`src/rtl/rr_grant_arbiter_if.sv`:
```
// Request/grant bundle between the requesters and the round-robin arbiter.
// master: arbiter side (drives grant); slave: requester side (drives req/done).
interface rr_grant_arbiter_if;
  logic [15:0] req;
  logic        done;
  logic [3:0]  grant_idx;
  logic        grant_en;
  logic        timeout;

  modport master (
    input  req,
    input  done,
    output grant_idx,
    output grant_en,
    output timeout
  );

  modport slave (
    output req,
    output done,
    input  grant_idx,
    input  grant_en,
    input  timeout
  );
endinterface

```
`src/rtl/rr_grant_arbiter.sv`:
```
// Sixteen-way round-robin arbiter feeding a 4-to-16 decoder (index + enable).
// Optional hold-limit revocation is built when RR_ARB_TIMEOUT_EN is defined.
module rr_grant_arbiter #(
  parameter int unsigned HOLD_MAX = 8
) (
  input  logic                  clk,
  input  logic                  rst_n,
  rr_grant_arbiter_if.master    bus
);

  typedef enum logic {
    IDLE  = 1'b0,
    GRANT = 1'b1
  } state_t;

  localparam logic [7:0] HoldMax8 = 8'(HOLD_MAX);

  state_t      r_state;
  state_t      w_state_nx;
  logic [3:0]  r_ptr;
  logic [3:0]  w_ptr_nx;
  logic [3:0]  r_grant_idx;
  logic [3:0]  w_grant_idx_nx;
  logic        r_timeout;
  logic        w_timeout_nx;
  logic [3:0]  w_sel;
  logic        w_end_normal;
  logic        w_end_limit;

`ifdef RR_ARB_TIMEOUT_EN
  logic [7:0]  r_hold_cnt;
  logic [7:0]  w_hold_cnt_nx;

  assign w_end_limit = (r_hold_cnt == HoldMax8);
`else
  // HOLD_MAX has no effect without the timeout path.
  logic        w_unused_hold;

  assign w_unused_hold = ^HoldMax8;
  assign w_end_limit   = 1'b0;
`endif

  assign w_end_normal = bus.done || !bus.req[r_grant_idx];

  // First set request at or above r_ptr, wrapping; descending scan so the
  // smallest rotated offset is the one left in w_sel.
  always_comb begin
    logic [3:0] v_pos;
    w_sel = '0;
    v_pos = '0;
    for (int unsigned i = 16; i > 0; i--) begin
      v_pos = r_ptr + 4'(i - 1);
      if (bus.req[v_pos]) begin
        w_sel = v_pos;
      end
    end
  end

  always_comb begin
    w_state_nx     = r_state;
    w_ptr_nx       = r_ptr;
    w_grant_idx_nx = r_grant_idx;
    w_timeout_nx   = 1'b0;
`ifdef RR_ARB_TIMEOUT_EN
    w_hold_cnt_nx  = r_hold_cnt;
`endif
    unique case (r_state)
      IDLE: begin
        if (bus.req != '0) begin
          w_grant_idx_nx = w_sel;
          w_state_nx     = GRANT;
`ifdef RR_ARB_TIMEOUT_EN
          w_hold_cnt_nx  = 8'd1;
`endif
        end
      end
      GRANT: begin
        if (w_end_normal || w_end_limit) begin
          w_state_nx   = IDLE;
          w_ptr_nx     = r_grant_idx + 4'd1;
          w_timeout_nx = w_end_limit && !w_end_normal;
        end
`ifdef RR_ARB_TIMEOUT_EN
        else if (r_hold_cnt < HoldMax8) begin
          w_hold_cnt_nx = r_hold_cnt + 8'd1;
        end
`endif
      end
      default: w_state_nx = IDLE;
    endcase
  end

  always_ff @(posedge clk or negedge rst_n) begin
    if (!rst_n) begin
      r_state     <= IDLE;
      r_ptr       <= '0;
      r_grant_idx <= '0;
      r_timeout   <= 1'b0;
`ifdef RR_ARB_TIMEOUT_EN
      r_hold_cnt  <= '0;
`endif
    end else begin
      r_state     <= w_state_nx;
      r_ptr       <= w_ptr_nx;
      r_grant_idx <= w_grant_idx_nx;
      r_timeout   <= w_timeout_nx;
`ifdef RR_ARB_TIMEOUT_EN
      r_hold_cnt  <= w_hold_cnt_nx;
`endif
    end
  end

  assign bus.grant_idx = r_grant_idx;
  assign bus.grant_en  = (r_state == GRANT);
  assign bus.timeout   = r_timeout;

endmodule
```
`src/flat_wrapper.sv`:
```
// flat-port wrapper written by rule: the top's interface ports become plain ports
module rr_grant_arbiter_flat 
#(
  parameter int unsigned HOLD_MAX = 8
)
  (clk, rst_n, bus_req, bus_done, bus_grant_idx, bus_grant_en, bus_timeout);
  rr_grant_arbiter_if bus_i ();
  input  logic clk;
  input  logic rst_n;
  input wire logic [$bits(bus_i.req)-1:0] bus_req;
  input wire logic [$bits(bus_i.done)-1:0] bus_done;
  output wire logic [$bits(bus_i.grant_idx)-1:0] bus_grant_idx;
  output wire logic [$bits(bus_i.grant_en)-1:0] bus_grant_en;
  output wire logic [$bits(bus_i.timeout)-1:0] bus_timeout;
  assign bus_i.req = bus_req;
  assign bus_i.done = bus_done;
  assign bus_grant_idx = bus_i.grant_idx;
  assign bus_grant_en = bus_i.grant_en;
  assign bus_timeout = bus_i.timeout;
  rr_grant_arbiter #(.HOLD_MAX(HOLD_MAX)) u_core (.clk(clk), .rst_n(rst_n), .bus(bus_i));
endmodule
```
`config.mk`:
```
export PLATFORM = sky130hd
export DESIGN_NAME = rr_grant_arbiter_flat
export DESIGN_NICKNAME = d
export VERILOG_FILES = /design/src/rtl/rr_grant_arbiter_if.sv /design/src/rtl/rr_grant_arbiter.sv /design/src/flat_wrapper.sv
export SDC_FILE = /design/constraint.sdc
export NUM_CORES = 1
export LEC_CHECK = 0
export CAP_MARGIN = 20
export CORE_MARGIN = 5
export CORE_UTILIZATION = 50
export DETAILED_ROUTE_END_ITERATION = 7
export GPL_TIMING_DRIVEN = 0
export HOLD_SLACK_MARGIN = 0.05
export PLACE_DENSITY = 0.73
export REMOVE_ABC_BUFFERS = 1
export SYNTH_ARGS = -nofsm -noshare
export SYNTH_HDL_FRONTEND = slang
export SYNTH_SLANG_ARGS = --single-unit
```
`constraint.sdc`:
```
create_clock -name clk -period 9.1 [get_ports clk]
set_clock_uncertainty 0.15 [all_clocks]
set_input_delay 1.365 -clock clk [delete_from_list [all_inputs] [get_ports clk]]
set_output_delay 1.365 -clock clk [all_outputs]
set_load 0.02 [all_outputs]
```
== Word level (Yosys, flattened, before mapping) ==
Cells that the tools add are included.
Widths: inputs -> output; s select.
Word-level totals
  bits in registers: 9
  bits of input ports: 19
  word-level logic and storage cells: 95
Operators by class
  add/sub/neg operators: 16
  magnitude comparators: 17
  multiplexer cells: 53
  bitwise logic cells: 1
  reduce and logical (&&, ||, !) cells: 5
Operators with widths (count)
  $lt 4x5->1 const B: 17
  $bmux 1 s4: 17
  $mux 4: 16
  $add 4x4->4 const B: 8
  $mux 1: 19
  $add 4x3->4 const B: 4
  $reduce_bool 16->1: 1
  $add 4x1->4 const B: 2
  $add 4x2->4 const B: 2
  $reduce_and 2->1: 2
  $pmux 1 s2: 1
  $logic_not 1->1: 1
  $logic_or 1x1->1: 1
  $not 1->1: 1

== Longest topological paths before layout ==
Gate-level depths: netlist (run 1).
  depth in word-level cells: 19
  depth in mapped cells: 15

== Worst setup path after synthesis (run 1) ==
Ideal clock, no wire load.
  path kind: register -> register
  from: register u_core.r_ptr[1]
  to: register u_core.r_grant_idx[1] (netlist: u_core.bus.grant_idx[1])
  setup time: 0.120 ns
  data arrival time: 3.566 ns
  path slack: 5.264 ns
  stages on the path, launching flop included: 15
  buffers on the path: 5
  cell sequence: dfrtp_1 -> buf_2 -> buf_2 -> clkbuf_1 -> inv_1 -> ha_1 -> buf_2 -> buf_2 -> mux4_2 -> mux2_2 -> mux2i_4 -> nor2_1 -> o311ai_0 -> a41oi_1 -> a31o_1
Between the ends
  cells in the longest elaborated chain, start to end: 19
RTL lines
  start, declared: line rr_grant_arbiter.sv:20  | logic [3:0] r_ptr;
  start signal, assigned: line rr_grant_arbiter.sv:104  | r_ptr <= w_ptr_nx;
  $add 4x4->4: line rr_grant_arbiter.sv:52  | v_pos = r_ptr + 4'(i - 1);
  $bmux 1 s4: line rr_grant_arbiter.sv:53  | if (bus.req[v_pos]) begin
  $mux 1 (not written as such): line rr_grant_arbiter.sv:53
  $mux 4 (15 in series): line rr_grant_arbiter.sv:53
  $mux 4 (*): line rr_grant_arbiter.sv:53
  end signal, assigned: line rr_grant_arbiter.sv:105  | r_grant_idx <= w_grant_idx_nx;
  end, declared: line rr_grant_arbiter.sv:22  | logic [3:0] r_grant_idx;
Mark *: on every way between the ends. The rest lies on a longest branch, timed or not. The select of a mux whose other input is x is not followed.
A chain may end at the register's enable or synchronous reset.

== Worst setup path after layout (run 1) ==
  from: register u_core.r_ptr[1]
  to: register u_core.r_grant_idx[3] (netlist: u_core.bus.grant_idx[3])
Same word-level chain as after synthesis.

==> results by stage, run 1 <==
Place:
- The congestion estimate from routability-driven global placement came to 0.885.
- Input and output buffers added on the ports amount to 23.
- After legalization and detailed placement, the total HPWL measured 6290 µm.

Drt:
- Using the TritonRoute via totals, the vias-per-cell ratio works out to 7.14.
- For this block, the initial DRC count from the detailed router was 396.
- The first-pass detailed-route iteration total is 5.
- The wire length after detailed routing is 8210 µm.
- In this run the remaining antenna-violating nets after routing total 0.
- Across all layers, the routed design uses 2,713 vias.
- The routed wire length per instance is 21.6 µm.
- In the routed design, unresolved DRC markers number 0.

Synth:
- By count the netlist is led by 32 x mux4_2, 24 x mux2i_1, 23 x nor2_1, 16 x mux2_2, 16 x nand2_1.
- The most used flip-flop cell after synthesis is dfrtp_1.
- The Yosys warning count is 0.
- The sequential share of the synthesized area is 7.84%.
- Synthesis produced a netlist whose cell count is 296.
- By area the synthesized netlist is led by mux4_2 25%, mux2i_1 8.4%, dfrtp_1 7.8%.
- The cell taking the most area after synthesis is mux4_2.
- The top cell type by area accounts for 25.1% of the synthesized area.
- The count of cell types in the netlist is 61.
- The number of synthesized register bits is 9.
- In this run the cell area of the synthesized design comes to 2870 µm².
- Each instance of the synthesized netlist takes up on average 9.71 µm².
- Of all flip-flops after synthesis, the portion carrying an async set or reset was 100%.
- The most common cell in the synthesized netlist is mux4_2.
- The count of flip-flops with a built-in enable after synthesis is 0.

Floorplanning:
- The floorplan core area is 5540 µm².
- The total die area is 7360 µm².
- The cell row count is 27.
- Pin placement for this block handled 25 I/O pins.
- The vertical die dimension is 85.8 µm.
- The width of the die is 85.8 µm.
- For this configuration, the core starts out at a cell density of 51.9%.

Finish:
- The layout has 483 filler cells.
- The area growth from synthesis to layout is 10.9%.
- The multi-input logic area is 2470 µm².
- The fraction of final layout cells sized beyond drive strength 1 is 21.8%.
- The number of nets at the end of the flow is 336.
- The number of antenna diodes in the final layout is 0.
- The sequential cells in the finished layout cover a total of 225 µm².

Timing:
- The time the final worst path needs with I/O delays and setup is 4.52 ns.
- In this run the tightest slew margin relative to its limit is 30.6%.
- The count of final max-slew check failures is 0.
- The ratio of final minimum period to clock period is 49.7%.
- The aggregate negative setup slack is 0 ns.
- Setup violations remaining at the end of the flow were counted as 0.
- Static timing analysis puts the maximum clock frequency at 221 MHz.
- At the pin with the least slew margin, the transition time is 1.03 ns.
- The number of endpoints with negative hold slack in the final report is 0.
- Setup repair after global routing left no endpoint under its margin.
- Hold is met by 0.397 ns.

Clock network:
- After clock tree synthesis, the clock-pin slew on the worst setup and hold paths is 0.04 ns.
- TritonCTS built the clock tree.
- CTS saw 9 sinks.
- CTS built an H-tree with a depth of 1.
- After clock tree synthesis, the flow added hold-fix buffers numbering 0.
- The clock root buffer master is clkbuf_8.
- Once the clock tree was built, the resizer swapped 0 gates to a different size.
- The number of buffers on the longest clock path is 2.
- The number of clock buffers inserted by TritonCTS is 3.
- Clock latency on the worst-skew pair, taken at its later pin, is 0.23 ns.
- In this run the post-CTS setup repair buffer count came out at 0.

Global route:
- Entering global routing, the biggest net connects 23 pins.
- For this run, the total global-route usage over all layers was measured as 23.1%.
- After global routing the overflow that remains totals 0.
- The number of global-route vias before repair came to 2,643.
- The wire length of the first global-routing pass is 13,800 µm.
- The number of antenna violations at the first check in global routing is 0.

Critical path:
- The arrival time reported for the critical path endpoint is 4.46 ns.
- The kind of cell with the highest combined delay along the critical path is multiplexers.
- The number of buffer and inverter stages on the critical path is 1.
- The peak per-stage delay on the critical path is 0.87 ns.
- Tracing the worst setup path back leads to its startpoint at u_core.r_ptr[1].
- Data on the critical path is required at its endpoint by 9.03 ns.
- For this design, the slowest cell found on the critical path is dfrtp_1.
- The worst setup path category is flop to flop.
- The startpoint identified for the worst register-to-register timing path is u_core.r_ptr[1].
- Of all nets on the critical path, the largest fanout is 18.
- STA classifies the critical path startpoint as a flop.
- Walking the worst path, the cells encountered are inv_1 > ha_1 > mux4_2 > mux2_2 > nor2b_1 > o31ai_1 > a2111oi_0 > nor4b_1 > o21ai_1.
- STA classifies the critical path endpoint as a flop.

Run status:
- The flow ran to the end, and the final reports show no timing, DRC or antenna violations.

Min path:
- The beginning of the worst hold path is u_core.bus.grant_en.
- The class of the most critical hold timing path is flop to flop.

Run:
- Max-cap violations in this run came to 0.
[registers in the layout (all words and copies together), names as in the netlist]
| name | flops |
|---|---|
| u_core.r_ptr | 4 |
| u_core.bus.grant_en | 1 |
| u_core.bus.grant_idx | 4 |
[cell usage in the layout (no fill, tap or decap), types with 3 or more instances in the layout]
cell             Yosys  layout
nand2_1             16      16
and3_1               3       3
mux4_1               5       5
and2_1               3       3
o211ai_1             3       3
o2111ai_1            3       3
mux2i_1             24      24
mux2_2              16      16
nor2b_1              3       3
o221ai_1             3       3
o31ai_1              5       5
nand3_1              7       7
dfrtp_1              9       9
inv_1               14      14
o311ai_0             3       3
clkdlybuf4s50_1      0      23
a21oi_1             15      15
ha_1                 8       8
nor4_1               9       9
mux4_2              32      32
clkbuf_8             0       3
nor3_1               6       6
o21ai_0             13      13
nor2_1              23      23
xnor2_1              6       6
a211oi_1             5       5
[final timing paths]
check                                          endpoint  slack, ns  cells after the start
worst min-delay path                u_core.bus.grant_en       0.40                      2
worst max register to register  u_core.bus.grant_idx[3]       4.58                      9
worst min register to register      u_core.bus.grant_en       0.40                      2
worst max-delay path            u_core.bus.grant_idx[3]       4.58                      9
max in group asynchronous       u_core.bus.grant_idx[1]       7.24                      1
min in group asynchronous               u_core.r_ptr[3]       1.28                      1
[worst min-delay path: stages (launching register included)]
cell	delay [ns]
dfrtp_1	0.38
nor2_1	0.06
nor2_1	0.07
[final cells by class]
type / count / share of cell area (%)
clock buffers: 4 / 1.41
multi-input cells: 253 / 77.6
flip-flops and latches: 9 / 7.07
well taps: 72 / 2.83
inverters: 16 / 1.88
repair buffers: 26 / 9.19
[kinds of logic (layout without fill, tap and decap cells)]
group                      after synthesis  in the layout  synth area share, %
AOI/OAI and AO/OA                       71             71                 17.0
xor gates and xnor gates                11             11                 4.14
adders and majority gates                8              8                 3.48
buffers and inverters                   34             46                 6.09
DFF                                      9              9                 7.84
muxes                                   80             80                 46.3
other                                    1              1                0.130
and+or+nand+nor                         82             82                 15.0
[through the flow]
step | utilization [%] | setup slack, ns | cells | instance area [µm²]
finish | 57.5 | 4.58 | 380 | 3190
global route | 57.5 | 4.34 | 380 | 3190
CTS | 57.4 | 4.59 | 379 | 3180
detailed placement | 56.6 | 4.63 | 375 | 3130
global placement | 55.6 | 4.16 | 373 | 3080
floorplan | - | 5.05 | 278 | 2760
[routing by layer]
metal / wire length (µm) / track usage (%) / vias to the layer above
li1: - / - / 1222
met1: 3540 / 33.1 / 1350
met2: 3970 / 38.5 / 133
met3: 666 / 2.50 / 8
met4: 40 / 3.31 / 0
met5: 0 / 0 / -
Power of run 1 is not shown: default switching activity piles up to over one toggle a cycle in this logic, so the estimate is an artifact.
==> inputs of run 2 (changes only) <==
PLACE_DENSITY = 0.75   (was 0.73)
clock period = 4.1 ns   (was 9.1 ns; I/O delays follow)
==> run 2 against run 1 <==
Net effect:
- first-iteration DRC count is 28% lower
- maximum frequency is 17% higher
- via count is 0.52% lower
- flip-flop and latch count stayed put
- utilization is 0.27 points higher
- critical endpoint is now u_core.bus.grant_idx[2]
- critical path depth stayed put
- sequential share of layout area hardly changed
- design area is 0.47% higher
- global-route usage is 0.74 points lower
==> results by stage, run 2 (synthesis gave the netlist of run 1 again) <==
Clock network:
- The depth of the CTS H-tree is 1.
- The clock root buffer master is clkbuf_8.
- The TritonCTS clock tree is done.
- CTS saw 9 sinks.
- The number of clock buffers inserted by TritonCTS is 3.
- The post-CTS clock slew at the launch and capture registers of the worst setup and hold paths is 0.04 ns.
- The number of setup buffers added after CTS is 0.
- The clock passes through at most 2 buffers.
- For this design, the CTS-stage hold fixing added 0 buffers.
- The clock insertion delay at the later pin of the skew report is 0.24 ns.

Timing:
- The time the final worst path needs with I/O delays and setup is 3.87 ns.
- The number of endpoints failing setup at the final stage is 0.
- At the pin with the least slew margin, the transition time is 0.954 ns.
- The count of final max-slew check failures is 0.
- Setup repair after global routing left no endpoint under its margin.
- The worst-case headroom to the max-slew limit is 35.6%.
- The number of endpoints with negative hold slack in the final report is 0.
- For this run, the top clock speed supported by timing is 258 MHz.
- The ratio of final minimum period to clock period is 94.4%.
- The least setup slack across all paths after layout is 0.228 ns.

Global route:
- The number of global-route vias before repair is 2,535.
- Global routing used 2.40% of the available met3 tracks.
- The overall overflow remaining after global route is 0.
- Entering global routing, the biggest net connects 23 pins.
- Global routing consumed, on the met2 layer, 35.6% of the routing resources.
- For this run, global-route usage on met1 was measured as 32.4%.
- The global-route total usage across every layer is 22.3%.
- The number of antenna violations at the first check in global routing is 0.
- The layer carrying the most global-route usage is met2.
- The wire length of the first global-routing pass is 13,300 µm.

Critical path:
- The maximum net fanout on the critical path is 16.
- At the worst endpoint, the arrival time is 3.87 ns.
- The sort of element at the start of the critical path is a flop.
- The worst setup path category is flop to flop.
- The critical path required time is 4.10 ns.
- STA classifies the critical path endpoint as a flop.

Finish:
- The number of nets at the end of the flow is 336.
- The total of fill cells in the finished design is 474.
- The multi-input logic area is 2490 µm².
- The number of inserted diodes is 0.
- The register area is 226 µm².
- In the layout the commonest cells are 32 x mux4_2, 24 x mux2i_1, 23 x nor2_1, 23 x clkdlybuf4s50_1.
- The fraction of final layout cells sized beyond drive strength 1 is 22.7%.
- The most common library cell in the layout ignoring fill and taps is mux4_2.
- The area growth from synthesis to layout is 11.4%.

Place:
- Input and output buffers added on the ports amount to 23.
- After legalization and detailed placement, the total HPWL measured 6000 µm.
- The worst slack at placement is -0.154 ns.
- At the end of routability-driven placement, the weighted congestion stood at 0.912.

Run status:
- The flow ran to the end, and the final reports show no timing, DRC or antenna violations.

Floorplanning:
- The floorplan core area is 5540 µm².
- Once the floorplan was initialized, standard cells occupied 51.9% of the core.
- Pin placement for this block handled 25 I/O pins.
- The die covers 7360 µm².
- The cell row count is 27.
- From bottom edge to top edge, the die measures 85.8 µm.
- The width of the die is 85.8 µm.

Drt:
- The first-pass detailed-route iteration total is 5.
- The remaining design rule violation count is 0.
- After detailed routing, the average wire length per cell comes to 21.1 µm.
- The wire length after detailed routing is 8000 µm.
- The via count of the routed design is 2,699.
- The detailed router finished its first iteration with 287 violations.
- Dividing the detail-routed via count by the number of cells gives 7.10.
- The number of routed nets with antenna violations is 0.

Run:
- Max-cap violations in this run came to 0.

Min path:
- The class of the most critical hold timing path is flop to flop.
## run 2: cell counts in the layout (fill, tap and decap cells not counted)
No cell type changed its count.
## run 2: critical path: stages (launching register included)
cell and delay [ns]:
dfrtp_1 0.65, inv_1 0.34, ha_4 0.50, mux4_2 0.62, mux2_2 0.33, mux2i_1 0.48, o21ai_1 0.14, a221oi_2 0.23
o2111ai_1 0.17, o211ai_1 0.15
## run 2: per-layer routing
metal	routed length, µm	share of wire (%)	vias up
li1	-	-	1221
met1	3560	44	1314
met2	3640	46	146
met3	654	8.2	18
met4	150	1.9	0
met5	0	0	-
## run 2: cell type report
class / count / area share (%)
repair buffers: 26 / 9.14
inverters: 16 / 1.91
flip-flops and latches: 9 / 7.07
clock buffers: 4 / 1.41
well taps: 72 / 2.81
multi-input cells: 253 / 77.6
## run 2: what timing repair did
action / 4_1_cts / 5_1_grt
resized for setup: 2 / 2
endpoints found under the setup margin: 4 / 4
gates cloned: 0 / 0
## run 2: path summary, 6_finish.rpt
path	from	endpoint	slack [ns]	depth (start not counted)
max in group asynchronous	rst_n	u_core.r_ptr[2]	2.99	1
hold / removal	u_core.bus.grant_en	u_core.bus.grant_en	0.41	2
hold reg to reg	u_core.bus.grant_en	u_core.bus.grant_en	0.41	2
setup / recovery	u_core.r_ptr[1]	u_core.bus.grant_idx[2]	0.23	9
min in group asynchronous	rst_n	u_core.bus.grant_idx[1]	0.51	1
setup reg to reg	u_core.r_ptr[1]	u_core.bus.grant_idx[2]	0.23	9
## run 2: per-stage QoR
step	utilization (%)	cell area (µm²)	hold slack, ns	setup TNS [ns]	instances
after floorplan	-	2760	0.169	0	278
after global placement	55.6	3080	0.395	-3.17	373
after detailed placement	56.6	3130	0.410	-0.299	375
after CTS	57.5	3180	0.423	0	379
after global routing	57.8	3200	0.477	0	380
final	57.8	3200	0.412	0	380
Power of run 2 is left out for the same reason.
